===== src/rtl/md_pkg.sv =====
// Shared definitions for the mult/div source stage.
// The hazard unit uses the same state encoding and default latencies.
// Contents:
//   md_state_t     sequencing states (IDLE / BUSY / DONE)
//   MD_MUL_CYCLES  default multiply latency in busy cycles
//   MD_DIV_CYCLES  default divide latency in busy cycles
package md_pkg;

  typedef enum logic [1:0] {
    MD_IDLE = 2'd0,
    MD_BUSY = 2'd1,
    MD_DONE = 2'd2
  } md_state_t;

  localparam int MD_MUL_CYCLES = 5;
  localparam int MD_DIV_CYCLES = 10;

endpackage


===== src/rtl/md_latency_counter.sv =====
// Down-counter that tracks the busy cycles left in a mult/div operation.
// Ports:
//   clk       rising-edge clock
//   reset     synchronous, active-low (0 = reset)
//   clear     force the count to zero (flush)
//   load      load load_val (operation accepted)
//   load_val  latency to load
//   dec       decrement by one (one busy cycle consumed)
//   count     current count
//   last      count == 1, so this is the final busy cycle
// Priority, highest first: reset, clear, load, dec.
module md_latency_counter #(
  parameter int CNT_W = 4
) (
  input  logic             clk,
  input  logic             reset,
  input  logic             clear,
  input  logic             load,
  input  logic [CNT_W-1:0] load_val,
  input  logic             dec,
  output logic [CNT_W-1:0] count,
  output logic             last
);

  logic [CNT_W-1:0] count_reg;

  always_ff @(posedge clk) begin
    if (!reset) begin
      count_reg <= '0;
    end else if (clear) begin
      count_reg <= '0;
    end else if (load) begin
      count_reg <= load_val;
    end else if (dec && (count_reg != '0)) begin
      count_reg <= count_reg - 1'b1;
    end
  end

  assign count = count_reg;
  assign last  = (count_reg == CNT_W'(1));

endmodule


===== src/rtl/md_source_stage.sv =====
// Operand-capture and latency-sequencing stage for the mult/div unit.
// Captures operands and control on an accepted start. Holds them steady while the
// datapath works for the multiply or divide latency. Reports busy/done to the stall
// logic.
// Ports:
//   clk, reset                  clock; synchronous active-low reset
//   src_A, src_B, src_ctrl      operands and control word from EX
//   src_is_div                  selects DIV_CYCLES (1) or MUL_CYCLES (0)
//   start, flush                begin an operation / abandon the current one
//   A, B, real_ctrl             captured operands and control
//   busy, done, remaining       registered status (remaining counts the current cycle)
module md_source_stage
  import md_pkg::*;
#(
  parameter int DATA_W     = 32,
  parameter int CTRL_W     = 4,
  parameter int MUL_CYCLES = MD_MUL_CYCLES,
  parameter int DIV_CYCLES = MD_DIV_CYCLES,
  parameter int CNT_W      = 4
) (
  input  logic              clk,
  input  logic              reset,
  input  logic [DATA_W-1:0] src_A,
  input  logic [DATA_W-1:0] src_B,
  input  logic [CTRL_W-1:0] src_ctrl,
  input  logic              src_is_div,
  input  logic              start,
  input  logic              flush,
  output logic [DATA_W-1:0] A,
  output logic [DATA_W-1:0] B,
  output logic [CTRL_W-1:0] real_ctrl,
  output logic              busy,
  output logic              done,
  output logic [CNT_W-1:0]  remaining
);

  localparam logic [CNT_W-1:0] MUL_N = CNT_W'(MUL_CYCLES);
  localparam logic [CNT_W-1:0] DIV_N = CNT_W'(DIV_CYCLES);

  md_state_t         state_reg, state_next;
  logic [DATA_W-1:0] a_reg, b_reg;
  logic [CTRL_W-1:0] ctrl_reg;
  logic              accept;
  logic              cnt_last;
  logic [CNT_W-1:0]  cnt_value;

  // A start while the datapath is busy is dropped. Flush overrides start.
  assign accept = start && !flush && (state_reg != MD_BUSY);

  always_ff @(posedge clk) begin
    if (!reset) begin
      state_reg <= MD_IDLE;
    end else begin
      state_reg <= state_next;
    end
  end

  always_comb begin
    state_next = state_reg;
    if (flush) begin
      state_next = MD_IDLE;
    end else begin
      case (state_reg)
        MD_IDLE: if (accept)   state_next = MD_BUSY;
        MD_BUSY: if (cnt_last) state_next = MD_DONE;
        MD_DONE: state_next = accept ? MD_BUSY : MD_IDLE;
        default: state_next = MD_IDLE;
      endcase
    end
  end

  // Capture registers change only on an accepted start.
  always_ff @(posedge clk) begin
    if (!reset) begin
      a_reg    <= '0;
      b_reg    <= '0;
      ctrl_reg <= '0;
    end else if (accept) begin
      a_reg    <= src_A;
      b_reg    <= src_B;
      ctrl_reg <= src_ctrl;
    end
  end

  md_latency_counter #(.CNT_W(CNT_W)) u_cnt (
    .clk      (clk),
    .reset    (reset),
    .clear    (flush),
    .load     (accept),
    .load_val (src_is_div ? DIV_N : MUL_N),
    .dec      (state_reg == MD_BUSY),
    .count    (cnt_value),
    .last     (cnt_last)
  );

  assign A         = a_reg;
  assign B         = b_reg;
  assign real_ctrl = ctrl_reg;
  assign busy      = (state_reg == MD_BUSY);
  assign done      = (state_reg == MD_DONE);
  assign remaining = cnt_value;

endmodule


===== config.mk =====
export PLATFORM = sky130hd
export DESIGN_NAME = md_source_stage
export DESIGN_NICKNAME = d
export VERILOG_FILES = /design/src/rtl/md_pkg.sv /design/src/rtl/md_latency_counter.sv /design/src/rtl/md_source_stage.sv
export SDC_FILE = /design/constraint.sdc
export NUM_CORES = 1
export LEC_CHECK = 0
export CAP_MARGIN = 20
export CORE_MARGIN = 5
export CORE_UTILIZATION = 42
export DETAILED_ROUTE_END_ITERATION = 7
export PLACE_DENSITY = 0.84
export SYNTH_ARGS = -nofsm -noshare
export SYNTH_HDL_FRONTEND = slang
export SYNTH_SLANG_ARGS = --single-unit

===== constraint.sdc =====
create_clock -name clk -period 2.7 [get_ports clk]
set_clock_uncertainty 0.15 [all_clocks]
set_input_delay 0.27 -clock clk [delete_from_list [all_inputs] [get_ports clk]]
set_output_delay 0.27 -clock clk [all_outputs]
set_load 0.1 [all_outputs]

==> results summary, run 1 <==
The number of distinct standard cells referenced by the synthesized netlist came out at 26. The transition time of the tightest slew-check pin came out at between 0.4 and 0.5 ns. STA classifies the critical path endpoint as a flip-flop. Max-cap violations in this run came to 0. met2 is the most crowded layer. The clock-pin slew of the registers on the worst-case setup and hold paths is around 0.080 ns. The number of cells in the design after placement came out at 546. The headroom to the max-slew limit is around two thirds. Setup repair after global routing left no endpoint under its margin. The number of buffers between clock root and the deepest sink came out at 2.

The power density over the cells is a little over 600 mW/mm2. The finished cells cover roughly 0.0043 mm2. The completed layout was analyzed and its total power is 2.67 mW. The H-tree was split into 3 levels. The filler cells instantiated in the layout total 586. The detailed placer's ending HPWL came out at roughly 5600 um. The number of buffers and inverters on the critical path is 2. STA classifies the critical path startpoint as a flip-flop. The data arrival time of the worst path is about 2.0 ns.

The count of endpoints failing hold in the final timing report is 0. The setup TNS after final layout came out at 0 ns. Subtracting the final worst setup slack from the clock period gives around 1.9 ns. In this run, post-CTS hold repair placed 0 buffers.

The tree built by TritonCTS fans out to 74 sinks. The sequential share of the synthesized area is 52.1%. The number of antenna violations at the first check in global routing came out at 0. The critical hold path startpoint is reset. The count of standard-cell rows is 30. The kind of path behind the tightest hold check is input pin to flip-flop. The largest net degree at the start of global routing came out at between 40 and 50. The number of cells in the finished layout apart from fillers is 561. The routability congestion estimate from global placement is 0.739. The iteration count of the initial detailed-routing pass came out at 5. The total leakage power came out at about 1.8 nW.

The global routing met2 resource utilization came out at between 20 and 30%. The cell family contributing the most delay on the critical path is simple AND/OR/NAND/NOR gates. The footprint of the multi-input gates came out at approximately 0.0012 mm2.

The placement-stage worst setup slack is about 0.68 ns. Traced cell by cell, the critical path runs through nand2b_1 > inv_2 > nor3b_4 > buf_4 > nand2_1 > a21boi_0. The first global-routing pass estimated between 10000 and 15000 um of wire.

The die width is 92.3 um. The final setup violation count is 0. The post-synth design cell area came out at 0.00285 mm2.

The top cell types in the final layout, fill and taps aside, are sky130_fd_sc_hd__nand2_1 (141), sky130_fd_sc_hd__buf_4 (79), sky130_fd_sc_hd__dfxtp_1 (74). The TritonCTS buffer count is 9. The share of the cycle needed by the critical path after routing came out at between 70 and 80%. Pin placement for this block handled 147 I/O pins. The number of antenna cells inserted is 0. The overall track demand over capacity in global routing is 17.7%. The number of global-route vias before repair is roughly 2600. The average footprint of a synthesized cell came out at around 8.4 um2.

The delay of the slowest critical-path stage is ~0.44 ns. After detailed routing, the number of vias per cell comes to approximately 4.8. The starting DRC count in detailed routing is 84. The synthesis-to-finish area growth came out at 52.3%. The wire length reported by the detailed router came out at ~7600 um.

The number of nets with antenna violations after detailed routing came out at 0. The count of pins over their slew limit came out at 0. The total number of yosys warnings is 0. The most critical setup path has its startpoint at state_reg[1]. The instance area after placement is between 0.004 and 0.005 mm2. Clock tree synthesis selected as its root buffer the cell sky130_fd_sc_hd__clkbuf_8.

The critical-path cell with the highest stage delay is sky130_fd_sc_hd__buf_4. The effective utilization at floorplan is 42.6%. The fraction of met3 tracks used by global routing is under 10%. The library cell used most frequently in the layout, excluding fill and tap cells, is sky130_fd_sc_hd__nand2_1. Registers take 0.00148 mm2.

Dividing the detail-routed wire length by the instance count gives around 14 um. The die covers around 0.0085 mm2. The critical setup path kind is flip-flop to flip-flop. Data on the critical path is required at its endpoint by approximately 2.8 ns.

The floorplan core area came out at roughly 0.0067 mm2. The net count of the finished layout came out at 553. In this run the critical register-to-register path is launched from state_reg[1]. The number of storage elements in the synthesis netlist is between 70 and 80. The top fanout value on the critical path is between 40 and 50.

The count of buffers added by post-CTS timing repair for setup is 0. The count of input and output buffers came out at between 100 and 150. The layout cell share with drive strength beyond 1 is 20.2%. The via count came out at ~2700.

For this run, global-route usage on met1 was measured as 21.1%. For the worst-skew pair, the clock arrives at the later sink with an insertion delay of around 0.33 ns. Across the VDD grid, the largest voltage drop is a little under 0.3 mV.

The number of nets in the synthesized netlist came out at roughly 410. The synthesized instance count came out at around 340. The final worst-path setup slack is around 0.8 ns. The die is roughly 92 um tall. The run finished with clean final reports. TritonCTS built the clock tree. The post-cts repair resize count came out at 0. The fmax is between 0.5 and 0.6 GHz. The total global routing overflow is 0.

In the routed design, unresolved DRC markers number 0.
[per-stage QoR]
| step | hold slack, ns | utilization [%] |
|---|---|---|
| floorplan | 0.255 | - |
| CTS | 0.250 | 64.9 |
| global route | 0.281 | 64.9 |
| finish | 0.255 | 64.9 |
| detailed placement | 0.303 | 62.1 |
| global placement | 0.291 | 62.1 |
[worst paths after layout]
| kind | end | slack [ns] | depth (start not counted) |
|---|---|---|---|
| max | A[4] | 0.80 | 6 |
| max reg2reg | A[4] | 0.80 | 6 |
| min | A[15] | 0.25 | 2 |
| min reg2reg | A[3] | 0.31 | 2 |
[Yosys cell counts]
library cell | instances | share of area (%)
sky130_fd_sc_hd__nor3_1 | 1 | 0.18
sky130_fd_sc_hd__buf_2 | 5 | 0.88
sky130_fd_sc_hd__nor2b_1 | 2 | 0.44
sky130_fd_sc_hd__nand3b_1 | 1 | 0.26
sky130_fd_sc_hd__o211ai_1 | 1 | 0.26
sky130_fd_sc_hd__nor2_1 | 4 | 0.53
sky130_fd_sc_hd__inv_1 | 4 | 0.53
sky130_fd_sc_hd__nor3b_4 | 1 | 0.66
sky130_fd_sc_hd__nand2_1 | 141 | 19
sky130_fd_sc_hd__ha_1 | 3 | 1.3
sky130_fd_sc_hd__a31oi_1 | 1 | 0.22
sky130_fd_sc_hd__clkbuf_1 | 14 | 1.8
sky130_fd_sc_hd__a21oi_1 | 4 | 0.70
sky130_fd_sc_hd__mux2i_1 | 1 | 0.35
sky130_fd_sc_hd__a21boi_0 | 59 | 16
sky130_fd_sc_hd__a21boi_1 | 9 | 2.4
sky130_fd_sc_hd__buf_6 | 1 | 0.40
sky130_fd_sc_hd__buf_4 | 2 | 0.53
sky130_fd_sc_hd__dfxtp_1 | 74 | 52
sky130_fd_sc_hd__a211o_1 | 2 | 0.62
sky130_fd_sc_hd__nand2b_1 | 2 | 0.44
sky130_fd_sc_hd__a211oi_1 | 1 | 0.26
sky130_fd_sc_hd__nor4_1 | 1 | 0.22
sky130_fd_sc_hd__xnor2_1 | 1 | 0.31
sky130_fd_sc_hd__a31o_2 | 1 | 0.31
sky130_fd_sc_hd__inv_2 | 1 | 0.13
[per-layer routing]
| layer | up-vias | part of all wire [%] |
|---|---|---|
| li1 | 1363 | - |
| met3 | 13 | 8.7 |
| met4 | 0 | 2.1 |
| met5 | - | 0 |
| met2 | 96 | 46 |
| met1 | 1203 | 43 |
[where the power goes]
group,total (mW),internal [mW],leakage [nW],switching [mW]
registers,1.17,1.14,0.604,0.0272
logic,0.691,0.204,1.06,0.488
clock network,0.810,0.420,0.0921,0.390
[cell type report]
| class | instances | area share (%) |
|---|---|---|
| Sequential cell | 74 | 34.2 |
| Timing Repair Buffer | 151 | 30.2 |
| Multi-Input combinational cell | 236 | 28.6 |
| Clock buffer | 10 | 2.94 |
| Tap cell | 80 | 2.31 |
| Clock inverter | 5 | 1.30 |
| Inverter | 5 | 0.433 |
[cells by family (layout without fill, tap and decap cells)]
| family | Yosys count | count (layout) | share of synthesized area, % |
|---|---|---|---|
| simple gates | 153 | 153 | 21.3 |
| buf+inv | 27 | 171 | 4.31 |
| flops | 74 | 74 | 52.1 |
| compound gates | 78 | 78 | 20.3 |
| fa+ha+maj | 3 | 3 | 1.32 |
| mux | 1 | 1 | 0.352 |
| xor+xnor | 1 | 1 | 0.308 |
Note: power is estimated with default switching activity, not from simulation.
==> run 2, diff against run 1 <==
--- a/config.mk
+++ b/config.mk
@@ -7,9 +7,9 @@
 export LEC_CHECK = 0
 export CAP_MARGIN = 20
 export CORE_MARGIN = 5
-export CORE_UTILIZATION = 42
+export CORE_UTILIZATION = 36
 export DETAILED_ROUTE_END_ITERATION = 7
-export PLACE_DENSITY = 0.84
+export PLACE_DENSITY = 0.77
 export SYNTH_ARGS = -nofsm -noshare
 export SYNTH_HDL_FRONTEND = slang
 export SYNTH_SLANG_ARGS = --single-unit
==> constraint.sdc (replaced) <==
create_clock -name clk -period 1.65 [get_ports clk]
set_clock_uncertainty 0.15 [all_clocks]
set_input_delay 0.165 -clock clk [delete_from_list [all_inputs] [get_ports clk]]
set_output_delay 0.165 -clock clk [all_outputs]
set_load 0.1 [all_outputs]
==> run 2 against run 1 <==
Against the previous run: largest cell class is now buffers; routed wire length up 13%; register-to-register slack worse by 0.71 ns; sequential power up 68%; combinational power up 100%; global-route usage about the same; worst hold slack worse by 0.23 ns; total power up 72%; maximum frequency up 22%; sequential share of layout area down 6.7 points; non-clock buffer count up 9; largest power group unchanged.
==> results summary, run 2 (synthesized netlist as in run 1, its figures left out) <==
The depth of the most critical reg-to-reg path is 7. The count of input and output buffers came out at 146. The number of antenna violations at the first check in global routing came out at 0. The reg2reg setup slack came out at 0.09 ns. The share of the core filled with cells is a little over two thirds. The number of I/O pins came out at about 150. The critical setup path kind is flip-flop to flip-flop. The count of endpoints failing hold in the final timing report came out at 0.

The count of unresolved DRC violations after routing came out at 0. For this run, the detailed router's first-pass iteration total came to 4. Of the available clock period, the critical path in the final layout requires roughly 95%. In this run the worst setup path terminates at A[28]. The min-delay analysis places its worst path in the category input pin to flip-flop.

The clock net in this run drives a total of 74 sinks. The clock-pin slew of the registers on the worst-case setup and hold paths came out at 0.08 ns. The overall die height came out at a little under 100 um. The floorplan core area came out at a little under 0.008 mm2. The die is about 100 um wide.

TritonCTS built the clock tree. The max-cap check violation count is 0. STA classifies the critical path startpoint as a flip-flop. The number of fillers in the final layout is ~590. The TritonCTS buffer count came out at 9. Before CTS, the worst setup slack after placement is -0.121 ns. The endpoint of the worst-slack reg-to-reg timing path is A[28].

The fmax came out at around 0.64 GHz. The total leakage power is roughly 2.1 nW. Dividing total power by cell area gives a power density of 847 mW/mm2.

The synthesis-to-finish area growth is 90.8%. The number of H-tree levels came out at 3. The later pin in the worst-skew pair is clocked with a latency of between 0.3 and 0.4 ns. The total global routing overflow is 0. The count of pins over their slew limit came out at 0.

The initial utilization of the core area, before any placement, comes to between 30% and 40%. The net count of the finished layout is between 500 and 600. The number of global-route vias before repair was roughly 2800. The required time at the endpoint of the critical path is between 1.5 and 2 ns.

The flow ran to the end, and the final reports show no timing, DRC or antenna violations. Buffers inserted to repair hold after CTS numbered 0. Dividing the detail-routed via count by the number of cells gives roughly 4.6. The number of cells in the design after placement is around 570. The wire length reported by the detailed router is between 8000 and 9000 um. In the final layout, the share of cells above drive strength 1 is between 20 and 25%. Across the VDD grid, the largest voltage drop is roughly 0.47 mV. The routability congestion estimate from global placement came out at between 0.8 and 0.9.

The startpoint of the lowest-slack register-to-register path is state_reg[1]. After layout, the minimum clock period comes to 1.56 ns. The worst hold slack is between 0.02 and 0.03 ns. The clock root buffer is sky130_fd_sc_hd__clkbuf_8. The headroom to the max-slew limit is 78.3%. Global routing consumed, over all layers together, 17.7% of the routing resources. The detailed placer's ending HPWL came out at approximately 6600 um. The count of standard-cell rows came out at 32. The largest net degree at the start of global routing is 37. The number of nets with antenna violations after detailed routing came out at 0. The top fanout value on the critical path came out at 18.

The library cell used most frequently in the layout, excluding fill and tap cells, is sky130_fd_sc_hd__nand2_1. The number of buffers between clock root and the deepest sink is 2. At the pin with the least slew margin, the transition time is about 0.32 ns. The starting DRC count in detailed routing is 80.

In the layout the commonest cells are sky130_fd_sc_hd__nand2_1 (141), sky130_fd_sc_hd__buf_12 (77), sky130_fd_sc_hd__clkdlybuf4s50_1 (71). The routed length per instance came out at about 14 um. 0 antenna diodes ended up in the layout. The full die area came out at a little under 0.01 mm2.

Tracing the worst setup path back leads to its startpoint at state_reg[1]. The first-pass GRT wire length came out at 13900 um. The number of cells in the finished layout apart from fillers came out at a little under 600. Setup violations remaining at the end of the flow were counted as 0. The via count came out at about 2700. The critical path capture point type is a flip-flop.

The data arrival time of the worst path is approximately 1.7 ns. Setup slack closes at about 0.09 ns.
## run 2: cell count changes in the layout (fill, tap and decap cells not counted), sizes merged
cell	delta
buf	+8
bufbuf	+1
bufinv	-1
clkbuf	+3
clkinv	-2
clkinvlp	-1
inv	+1
## run 2: critical path, stage by stage (launching register included)
cell                        delay [ns]
sky130_fd_sc_hd__dfxtp_2          0.33
sky130_fd_sc_hd__nand2b_4         0.13
sky130_fd_sc_hd__inv_4            0.05
sky130_fd_sc_hd__nor3b_4          0.20
sky130_fd_sc_hd__buf_4            0.14
sky130_fd_sc_hd__bufbuf_16        0.28
sky130_fd_sc_hd__nand2_1          0.07
sky130_fd_sc_hd__a21boi_1         0.14
## run 2: final cells by class
type                    instances  area (um2)  share of cell area [%]
flip-flops and latches         74        1490                    27.5
well taps                     102         128                    2.35
inverters                       5        21.3                   0.392
repair buffers                160        2360                    43.6
clock inverters                 2        11.3                   0.207
clock buffers                  13         159                    2.93
multi-input cells             236        1250                    23.1
## run 2: worst min path at each step
stage / startpoint / end / slack (ns) / cells after the start
CTS: reset / A[17] / 0.02 / 2
detailed placement: A[1] / A[1] / 0.33 / 2
global route: reset / A[14] / 0.02 / 2
finish: reset / A[17] / 0.03 / 2
global placement: B[30] / B[30] / 0.33 / 2
floorplan: src_is_div / u_cnt.count[1] / 0.15 / 2
## run 2: where the power goes
group,leakage [nW],switching (mW),internal (mW)
Combinational,1.36,0.813,0.571
Clock,0.0898,0.636,0.621
Sequential,0.607,0.0896,1.87
## run 2: per-layer routing
| layer | GRT usage [%] | share of wire (%) | vias to the layer above |
|---|---|---|---|
| li1 | - | - | 1387 |
| met1 | 19.5 | 41 | 1225 |
| met2 | 31.4 | 50 | 101 |
| met3 | 7.43 | 8.5 | 7 |
| met4 | 4.41 | 0.84 | 0 |
| met5 | 0 | 0 | - |
## run 2: stage by stage
step	total power, mW	instance area, um2	setup TNS (ns)
global route	4.79	5430	-0.000403
floorplan	2.74	2860	0
global placement	3.35	5200	-0.00582
CTS	4.64	5430	0
detailed placement	3.37	5200	-2.36
finish	4.60	5430	0
## run 2: timing repair
action | in CTS | in global routing
gates resized for setup | 1 | 12
pin swaps | 1 | 0
buffers inserted | 2 | 0
gates cloned | 1 | 0
setup endpoints to repair | 1 | 21
==> run 3, diff against run 2 <==
--- a/config.mk
+++ b/config.mk
@@ -9,6 +9,7 @@
 export CORE_MARGIN = 5
 export CORE_UTILIZATION = 36
 export DETAILED_ROUTE_END_ITERATION = 7
+export GPL_TIMING_DRIVEN = 0
 export PLACE_DENSITY = 0.77
 export SYNTH_ARGS = -nofsm -noshare
 export SYNTH_HDL_FRONTEND = slang
==> run 3 against run 2 <==
Against the previous run: routed wire length down 4.1%; global-route usage down 1.4 points; critical path depth down 3; combinational power down 13%; core utilization down 7.4 points; register-to-register slack about the same; first-iteration DRC count down 11%; clock power about the same; worst hold slack better by 0.21 ns.
==> results summary, run 3 (synthesized netlist as in run 1, its figures left out) <==
For the pin with the worst max-slew slack, the measured transition is between 0.5 and 0.6 ns. The overall track demand over capacity in global routing came out at around 16%. The starting DRC count in detailed routing is 71. Buffers placed on the I/O ports in this run total 146. TritonCTS built the clock tree. The iteration count of the initial detailed-routing pass came out at 4. The wire length reported by the detailed router came out at 8200 um. The number of global-route vias before repair is between 2000 and 3000.

The number of antenna cells inserted came out at 0. In this run the remaining antenna-violating nets after routing total 0. The data arrival time of the worst path is 1.27 ns. The analysis attributes to cell leakage a power of ~1.8 nW. Timing would allow up to roughly 0.63 GHz. The final setup violation count is 0.

The net count of the finished layout is between 500 and 600. The detailed placer's ending HPWL came out at around 6100 um. The worst setup path is of the flip-flop to output port kind. Hold is met by ~0.23 ns. The die covers 0.00978 mm2.

The kind of cell with the highest combined delay along the critical path is buffers and inverters. The max-cap check violation count is 0. The placement-stage worst setup slack is -0.491 ns. The worst setup path is launched from a flip-flop. The number of clock sinks is between 70 and 80. The count of standard-cell rows is 32. The die is between 90 and 100 um tall.

The H-tree was split into 3 levels. The setup TNS after final layout came out at 0 ns. The layout has slightly above 700 filler cells. The headroom to the max-slew limit is about 63%. The clock latency reported for the late side of the worst-skew pair came out at around 0.32 ns. The routability congestion estimate from global placement is 0.857. STA classifies the critical path endpoint as an output port. The vias per cell is about 4.5.

Pin placement for this block handled between 100 and 150 I/O pins. IR analysis of the VDD net gives a maximum drop of between 0.4 and 0.5 mV. In this run the deepest clock path goes through 2 buffers. The synthesis-to-finish area growth came out at 70.6%.

The clock root buffer is sky130_fd_sc_hd__clkbuf_8. After layout, the worst setup slack is around 0.064 ns. The floorplan step defined a core boundary enclosing between 0.007 and 0.008 mm2.

The power density over the cells came out at around 900 mW/mm2. The count of pins over their slew limit is 0. The clock period could shrink to approximately 1.6 ns. The die is roughly 99 um wide.

The run finished with clean final reports. The number of antenna violations at the first check in global routing came to 0. The clock-pin slew of the registers on the worst-case setup and hold paths is 0.08 ns. The power consumption came out at around 4.4 mW. Among all stages on the critical path, the largest delay is contributed by sky130_fd_sc_hd__dfxtp_1. The required time at the endpoint of the critical path is approximately 1.3 ns. The first-pass GRT wire length is ~13000 um. The largest net degree at the start of global routing is 20.

The via count came out at ~2800. In the final layout, the share of cells above drive strength 1 is 24.1%. The combined buffer and inverter count along the critical path is 3. Setup repair after global routing left no endpoint under its margin. The count of unresolved DRC violations after routing came out at 0. TritonCTS created 9 clock buffers. In the final routed layout, each cell accounts on average for between 10 and 15 um. The delay of the slowest critical-path stage came out at roughly 0.37 ns. The kind of path behind the tightest hold check is input pin to flip-flop. The top fanout value on the critical path came out at 4. The total global routing overflow is 0. Leaving out fill and tap cells, the most frequent cell in the layout is sky130_fd_sc_hd__nand2_1. Cells fill between 60% and 70% of the core in the end. The effective utilization at floorplan is 36.8%. The share of the cycle needed by the critical path after routing is 96.1%.

Leaving out fill and tap cells, the most frequent cells in the layout are sky130_fd_sc_hd__nand2_1 (141), sky130_fd_sc_hd__clkdlybuf4s50_1 (72), sky130_fd_sc_hd__clkdlybuf4s15_2 (72). Traced cell by cell, the critical path runs through nand2b_1 > buf_6 > inv_4 > buf_4. The count of endpoints failing hold in the final timing report is 0.
run 3: cell count changes in the layout (fill, tap and decap cells not counted), moves of 2 or more:
cell / before / now
sky130_fd_sc_hd__buf_4: 10 / 4
sky130_fd_sc_hd__clkbuf_1: 2 / 8
sky130_fd_sc_hd__a21boi_2: 0 / 4
sky130_fd_sc_hd__a21boi_0: 48 / 38
sky130_fd_sc_hd__clkbuf_16: 0 / 2
sky130_fd_sc_hd__buf_6: 0 / 6
sky130_fd_sc_hd__buf_8: 0 / 2
sky130_fd_sc_hd__a21boi_1: 20 / 26
sky130_fd_sc_hd__clkbuf_2: 0 / 6
sky130_fd_sc_hd__buf_12: 77 / 1
sky130_fd_sc_hd__clkdlybuf4s15_2: 0 / 72
sky130_fd_sc_hd__buf_2: 1 / 3
run 3: worst reg2reg max path, cell delays in order, from the launching register on:
cell and delay [ns]:
sky130_fd_sc_hd__dfxtp_1 0.32, sky130_fd_sc_hd__nand2b_1 0.11, sky130_fd_sc_hd__buf_6 0.11, sky130_fd_sc_hd__inv_4 0.04
sky130_fd_sc_hd__nor3b_4 0.20, sky130_fd_sc_hd__buf_6 0.18, sky130_fd_sc_hd__buf_12 0.13, sky130_fd_sc_hd__nand2_1 0.06
sky130_fd_sc_hd__a21boi_0 0.16
run 3: timing repair:
item,in CTS,in global routing
gates cloned,0,1
hold buffers,0,0
pin swaps,1,1
setup buffers,4,1
endpoints found under the setup margin,144,69
gates resized for setup,243,39
run 3: power breakdown:
part	internal (mW)	total, mW	switching [mW]
sequential	1.87	1.91	0.0446
combinational	0.385	1.20	0.818
clock	0.668	1.27	0.601
run 3: area by class of cell:
cell class | instances | area (um2) | share of cell area [%]
inverters | 5 | 21.3 | 0.438
clock inverters | 2 | 10.0 | 0.206
plain buffers | 21 | 158 | 3.25
flip-flops and latches | 74 | 1490 | 30.7
well taps | 102 | 128 | 2.63
clock buffers | 13 | 170 | 3.51
multi-input cells | 236 | 1260 | 26.0
repair buffers | 152 | 1610 | 33.2
run 3: layer usage:
layer	track usage [%]	routed length [um]
met5	0	0
met4	4.83	53
met3	6.30	698
met2	27.6	3980
met1	19.1	3470
run 3: final timing paths:
check,startpoint,end,slack (ns),cells past startpoint
worst max register to register,state_reg[1],A[6],0.10,8
worst min register to register,A[2],A[2],0.30,2
worst min-delay path,src_A[14],A[14],0.23,3
worst max-delay path,state_reg[0],busy,0.06,4
run 3: metrics by stage:
step	cell area (um2)	std cells
CTS	4770	603
global route	4850	605
global placement	4450	585
finish	4850	605
detailed placement	4450	585
floorplan	2860	337
